## src/rtl/cfu_rsp_sequencer.sv

```systemverilog
// -----------------------------------------------------------------------------
// cfu_rsp_sequencer
//
// Responder end of the CPU custom-function-unit (CFU) command/response port.
// Accepts one command at a time, keeps the vector-length register (vl), steps
// multi-element vector ops through the datapath one element per cycle and
// returns a single 32-bit result on the response handshake.
//
// Ports
//   clk, reset                  clock (rising edge), async active-high reset
//   cmd_valid / cmd_ready       command handshake from the CPU
//   cmd_payload_function_id     [2:0] opcode, [7:3] register index, [9:8] unused
//   cmd_payload_inputs_0/1      32-bit operands
//   rsp_valid / rsp_ready       response handshake to the CPU
//   rsp_payload_outputs_0       32-bit response data
//   op_step, op_last, op_elem   per-element strobe, final-element flag, index
//   op_code, op_reg, op_in0/1   command fields latched for the datapath
//   vl                          current vector length
//   dp_result                   datapath result, sampled on the op_last cycle
// -----------------------------------------------------------------------------
module cfu_rsp_sequencer #(
  parameter int MAX_VL = 8,
  parameter int VL_W   = 4
) (
  input  logic            clk,
  input  logic            reset,
  input  logic            cmd_valid,
  output logic            cmd_ready,
  input  logic [9:0]      cmd_payload_function_id,
  input  logic [31:0]     cmd_payload_inputs_0,
  input  logic [31:0]     cmd_payload_inputs_1,
  output logic            rsp_valid,
  input  logic            rsp_ready,
  output logic [31:0]     rsp_payload_outputs_0,
  output logic            op_step,
  output logic [2:0]      op_code,
  output logic [4:0]      op_reg,
  output logic [31:0]     op_in0,
  output logic [31:0]     op_in1,
  output logic [VL_W-1:0] op_elem,
  output logic            op_last,
  output logic [VL_W-1:0] vl,
  input  logic [31:0]     dp_result
);

  typedef enum logic [1:0] {
    S_IDLE,
    S_EXEC,
    S_RESP
  } state_e;

  localparam logic [2:0]  OP_VSETVLI = 3'd0;
  localparam logic [2:0]  OP_VBACC   = 3'd5;
  localparam logic [31:0] MAX_VL_32  = 32'(MAX_VL);

  state_e            state_q, state_d;
  logic [VL_W-1:0]   vl_q, vl_d;
  logic [VL_W-1:0]   op_elem_q, op_elem_d;
  logic [2:0]        op_code_q, op_code_d;
  logic [4:0]        op_reg_q, op_reg_d;
  logic [31:0]       op_in0_q, op_in0_d;
  logic [31:0]       op_in1_q, op_in1_d;
  logic [31:0]       rsp_data_q, rsp_data_d;

  logic [2:0]        cmd_opcode;
  logic [VL_W-1:0]   vl_clamped;
  logic              last_elem;
  logic              unused_fid_bits;

  assign cmd_opcode      = cmd_payload_function_id[2:0];
  assign unused_fid_bits = ^cmd_payload_function_id[9:8];

  // Full 32-bit unsigned compare so huge requests clamp instead of wrapping.
  assign vl_clamped = (cmd_payload_inputs_0 > MAX_VL_32) ? VL_W'(MAX_VL)
                                                         : cmd_payload_inputs_0[VL_W-1:0];

  assign last_elem = (op_elem_q == (vl_q - VL_W'(1)));

  assign cmd_ready             = (state_q == S_IDLE);
  assign rsp_valid             = (state_q == S_RESP);
  assign op_step               = (state_q == S_EXEC);
  assign op_last               = (state_q == S_EXEC) && last_elem;
  assign rsp_payload_outputs_0 = rsp_data_q;
  assign op_code               = op_code_q;
  assign op_reg                = op_reg_q;
  assign op_in0                = op_in0_q;
  assign op_in1                = op_in1_q;
  assign op_elem               = op_elem_q;
  assign vl                    = vl_q;

  always_comb begin
    // NOTE: every signal gets its hold value first so no path through the
    // case statement can leave one unassigned and infer a latch.
    state_d    = state_q;
    vl_d       = vl_q;
    op_elem_d  = op_elem_q;
    op_code_d  = op_code_q;
    op_reg_d   = op_reg_q;
    op_in0_d   = op_in0_q;
    op_in1_d   = op_in1_q;
    rsp_data_d = rsp_data_q;

    unique case (state_q)
      S_IDLE: begin
        if (cmd_valid) begin
          op_code_d = cmd_opcode;
          op_reg_d  = cmd_payload_function_id[7:3];
          op_in0_d  = cmd_payload_inputs_0;
          op_in1_d  = cmd_payload_inputs_1;
          unique case (cmd_opcode)
            OP_VSETVLI: begin
              vl_d       = vl_clamped;
              rsp_data_d = {{(32-VL_W){1'b0}}, vl_clamped};
              state_d    = S_RESP;
            end
            3'd1, 3'd2, 3'd3, 3'd4, 3'd5: begin
              if (vl_q == '0) begin
                // Empty vector: answer immediately without touching the datapath.
                rsp_data_d = '0;
                state_d    = S_RESP;
              end else begin
                op_elem_d = '0;
                state_d   = S_EXEC;
              end
            end
            default: begin
              rsp_data_d = '0;
              state_d    = S_RESP;
            end
          endcase
        end
      end

      S_EXEC: begin
        op_elem_d = op_elem_q + VL_W'(1);
        if (last_elem) begin
          // Only the accumulate op returns datapath data; the rest report vl.
          rsp_data_d = (op_code_q == OP_VBACC) ? dp_result
                                               : {{(32-VL_W){1'b0}}, vl_q};
          state_d    = S_RESP;
        end
      end

      S_RESP: begin
        if (rsp_ready) begin
          state_d = S_IDLE;
        end
      end

      default: begin
        state_d = S_IDLE;
      end
    endcase
  end

  // NOTE: reset clears vl as well, so an aborted op leaves the unit with an
  // empty vector length rather than a stale one.
  always_ff @(posedge clk or posedge reset) begin
    if (reset) begin
      state_q    <= S_IDLE;
      vl_q       <= '0;
      op_elem_q  <= '0;
      op_code_q  <= '0;
      op_reg_q   <= '0;
      op_in0_q   <= '0;
      op_in1_q   <= '0;
      rsp_data_q <= '0;
    end else begin
      // NOTE: non-blocking assignments so every register samples the values
      // from before this edge, independent of statement order.
      state_q    <= state_d;
      vl_q       <= vl_d;
      op_elem_q  <= op_elem_d;
      op_code_q  <= op_code_d;
      op_reg_q   <= op_reg_d;
      op_in0_q   <= op_in0_d;
      op_in1_q   <= op_in1_d;
      rsp_data_q <= rsp_data_d;
    end
  end

endmodule

```

## config.mk

```make
export PLATFORM = sky130hd
export DESIGN_NAME = cfu_rsp_sequencer
export DESIGN_NICKNAME = d
export VERILOG_FILES = /design/src/rtl/cfu_rsp_sequencer.sv
export SDC_FILE = /design/constraint.sdc
export NUM_CORES = 1
export LEC_CHECK = 0
export BUFFER_PORTS_ARGS = -buffer_cell sky130_fd_sc_hd__buf_2
export CAP_MARGIN = 10
export CELL_PAD_IN_SITES_DETAIL_PLACEMENT = 0
export CELL_PAD_IN_SITES_GLOBAL_PLACEMENT = 1
export CORE_MARGIN = 2
export CORE_UTILIZATION = 36
export DETAILED_ROUTE_END_ITERATION = 6
export HOLD_SLACK_MARGIN = 0.1
export PLACE_DENSITY_LB_ADDON = 0.05
export SYNTH_ARGS = -nofsm -noshare
export SYNTH_HDL_FRONTEND = slang
export SYNTH_SLANG_ARGS = --single-unit
```

## constraint.sdc

```tcl
create_clock -name clk -period 4 [get_ports clk]
set_clock_uncertainty 0.15 [all_clocks]
set_input_delay 0.6 -clock clk [delete_from_list [all_inputs] [get_ports clk]]
set_output_delay 0.6 -clock clk [all_outputs]
set_load 0.1 [all_outputs]
```

---- Word level (Yosys, flattened, before mapping) ----
Cells that the tools add are included.
Widths: inputs -> output; s select.
cells by class
  add/sub/neg operators ................... 2
  $lt $le $gt $ge ......................... 1
  equality and inequality tests ........... 15
  multiplexer cells ....................... 17
  reduce and logical (&&, ||, !) cells .... 11
operator list
  operator             number
  $mux 32              4
  $pmux 32 s2          2
  $gt 32x4->1 const B  1
  $mux 4               4
  $mux 2               5
  $eq 3x3->1 const B   3
  $pmux 4 s2           1
  $reduce_and 4->1     2
  $eq 3x2->1 const B   2
  $ne 2x1->1 const B   3
  $pmux 2 s3           1
  $reduce_and 3->1     2
  $reduce_or 5->1      1
  $add 4x1->4 const B  1
  $eq 4x4->1           1
  $logic_not 4->1      1
  $ne 2x2->1 const B   2
  $sub 4x1->4 const B  1
  $eq 3x1->1 const B   1
  $logic_not 3->1      1
  $ne 3x3->1 const B   1
  $eq 2x1->1 const B   1
  $eq 2x2->1 const B   1
  $logic_not 2->1      1
  3 further kinds      3
word-level totals
  bits in registers ....................... 114
  bits of input ports ..................... 110
  output and inout bits ................... 116
  logic and storage cells ................. 54

---- Logic depth before layout (Yosys ltp) ----
  depth in word-level cells ............... 5
  depth in mapped cells ................... 8
  depth with buffers taken out ............ 6

---- Least setup slack after synthesis ----
OpenSTA, ideal clock, no wires.
  kind .................................... register -> output
  from .................................... register vl_q[0], in the netlist vl[0]
  to ...................................... output port op_last
  data arrival time ....................... 3396 ps
  data required time ...................... 3250 ps
  path slack .............................. -146 ps
  cell stages (with the launch flop) ...... 8
  path buffers ............................ 1
  cells stage by stage .................... dfrtp_1 -> inv_1 -> ha_1 -> xnor2_1 -> nor3_1 -> buf_2 -> nand2_1 -> nor2_1
on the way
  longest elaborated chain between the ends .. 3
RTL lines
  item                    line  RTL
  from (decl)             57    logic [VL_W-1:0] vl_q, vl_d;
  from (signal assigned)  172   vl_q <= vl_d;
  $sub 4x1->4             77    assign last_elem = (op_elem_q == (vl_q - VL_W'(1)));
  $eq 4x4->1              77
  $logic_and 1x1->1       82    assign op_last = (state_q == S_EXEC) && last_elem;
  to (decl)               41    output logic op_last,
No other way between the ends.

---- Worst setup path in the final report ----
  from .................................... register vl_q[3], in the netlist vl[3]
  to ...................................... output port op_last
The elaborated chain is that of the path after synthesis.

==> run_results.csv <==
group,metric,value,unit
setup_path,worstPathMaxFanout,11,
synthesis,netlist.area_leader.share,58.5,%
synthesis,yosys.area.top_type,"dfrtp_1",
global_route,grt-ovfl-total,0,
sta,setup_viol,0,
synthesis,synth_edf_count,0,
final_layout,syn_to_final_growth,39.5,%
sta,maxSlewViolCount,0,
sta,hold_viol_final,0,
synthesis,synth_top_flop_cell,"dfrtp_1",
floorplanning,start_util,36.8,%
final_layout,multi_input_area,1790,µm²
floorplanning,fp-row-count,42,
sta,period_share,83.7,%
setup_path,crit_type,"register to primary output",
outcome,status,"finished, final reports clean",
setup_path,crit_slowest_cell,"xnor2_1",
final_layout,final_nets,716,
sta,worstMarginPinSlew,1.13,ns
sta,worst_slack,0.651,ns
route,viasPerCell,4.70,
setup_path,cp-start-kind,"register",
global_route,grt_antenna_before_repair,1,
synthesis,netlist_instances,374,
setup_path,end_kind,"primary output",
setup_path,worstPathRequired,3.25,ns
synthesis,synth_warnings,0,
sta,min_period,3.35,ns
global_route,grt_pass1_wl,19.3,mm
place,gp_congestion,0.771,
place,io_buffers,223,
global_route,grt_pass1_vias,3709,
cts,clockRootBuffer,"clkbuf_16",
global_route,grt_max_degree,64,
cts,ctsResizeCount,0,
floorplanning,ioPinCount,226,
setup_path,critPathBufInv,1,
cts,postCtsSetupBuffers,0,
cts,cts_tree,"yes",
sta,rsz0062_at_grt,"false",
setup_path,cpPeakStageDelay,0.76,ns
final_layout,n_antenna_cell,0,
floorplanning,core,13200,µm²
route,via_count,3723,
setup_path,path_delay_family,"XOR/XNOR gates",
worst_hold_path,worstHoldPathType,"primary input to async pin",
synthesis,synth_cell_types,38,
place,preCtsSetupSlack,1.12,ns
synthesis,post-synth-top-count-cell,"dfrtp_1",
cts,cts_buffer_depth,2,
cts,cts_hold_buf,0,
route,firstDrtPassIters,4,
place,hpwl,9.00,mm
setup_path,crit_chain,"xor2_1, xnor2_1, nand2_1, nor2_2, buf_2",
place,placedCellCount,760,
floorplanning,dieWidth,120,µm
final_layout,fin_cells,792,
cts,clk_latency,0.40,ns
cts,clk_pin_slew_worst_paths,0.05,ns
final_layout,drive_gt1_share,55.5,%
route,wl_per_cell,15.7,µm
final_layout,seq_area,2850,µm²
floorplanning,die_y,120,µm
final_layout,nFillCells,1246,
global_route,grt_use_total,17.3,%
synthesis,synthArstFlopShare,100,%
sta,relSlewSlack,24.4,%
synthesis,syn_nets,487,
route,first_iter_violations,147,
route,drc,0,
cts,cts_made_buffers,17,
synthesis,synth.avg_cell_area,13.0,µm²
sta,setup_tns,0,ns
synthesis,synthTopCellsByCount,"dfrtp_1 (114), mux2_2 (76), inv_1 (32), nand2_1 (32), mux2i_1 (23)",
floorplanning,dieArea,14500,µm²
synthesis,synth_top_cells_by_area,"dfrtp_1 (59%), mux2_2 (18%), mux2i_1 (4.7%)",
synthesis,yosysSeqAreaShare,58.5,%
synthesis,ys_seq_elements,114,
run,drv_cap,0,
sta,max_freq,0.299,GHz
route,ant_nets,0,
synthesis,syn_area,4880,µm²
route,wl,12.4,mm
cts,clock_sinks,114,
cts,h-tree-depth,4,
setup_path,worstPathArrival,2.60,ns
## metrics by stage
step | hold WS, ns | utilization, % | cell area (µm²)
after floorplan | 0.389 | - | 4880
after global placement | 0.334 | 46.4 | 6140
after detailed placement | 0.340 | 46.4 | 6140
after CTS | 0.168 | 51.4 | 6800
after global routing | 0.189 | 51.4 | 6800
final | 0.147 | 51.4 | 6800
## cells in the final DEF, fill, tap and decap left out, types with 2 or more instances in the layout
cell / instances
buf_2: 223
dfrtp_1: 114
mux2_2: 76
nand2_1: 32
inv_1: 31
mux2i_1: 23
clkbuf_16: 17
nand4_1: 10
o21ai_0: 9
nor3_1: 6
nor4_1: 6
a22o_1: 5
bufinv_16: 5
nor2_1: 4
nor2b_1: 4
a311oi_1: 4
a31oi_1: 4
clkbuf_8: 4
clkinv_2: 4
xnor2_1: 3
ha_1: 3
buf_4: 3
or3b_4: 2
nand3_1: 2
and4_1: 2
nor2_2: 2
a21oi_1: 2
## cells by family after synthesis
logic type	synth area share, %
and+or+nand+nor	7.75
DFF	58.5
muxes	22.3
buffers and inverters	4.98
AOI/OAI and AO/OA	4.52
xor gates and xnor gates	1.21
adders and majority gates	0.770
## per-layer routing
layer / global-route usage, % / vias to the layer above / part of all wire (%) / wire length, µm
met5: 0 / - / 0 / 0
met4: 6.76 / 0 / 1.6 / 200
met3: 7.03 / 17 / 8.7 / 1080
met2: 26.9 / 136 / 47 / 5810
met1: 21.6 / 1799 / 43 / 5330
li1: - / 1771 / - / -
## worst paths after layout
path | cells past startpoint | from | to | slack (ns)
hold reg to reg | 1 | op_in1[6] | op_in1[6] | 0.35
setup reg to reg | 7 | vl[0] | rsp_payload_outputs_0[15] | 1.07
setup / recovery | 5 | vl[3] | op_last | 0.65
min in group clk | 2 | cmd_payload_inputs_1[10] | op_in1[10] | 0.27
hold / removal | 2 | reset | op_in1[26] | 0.15
max in group asynchronous | 3 | reset | op_in0[5] | 2.79
## layout make-up
class                           instances  area share [%]
Tap cell                              176            3.24
Sequential cell                       114            41.9
Clock buffer                           22            7.12
Clock inverter                         10            2.61
Inverter                               32            1.80
Multi-Input combinational cell        211            26.3
Timing Repair Buffer                  227            17.0
Power is not shown: default switching activity piles up to over one toggle a cycle in this logic, so the estimate is an artifact.
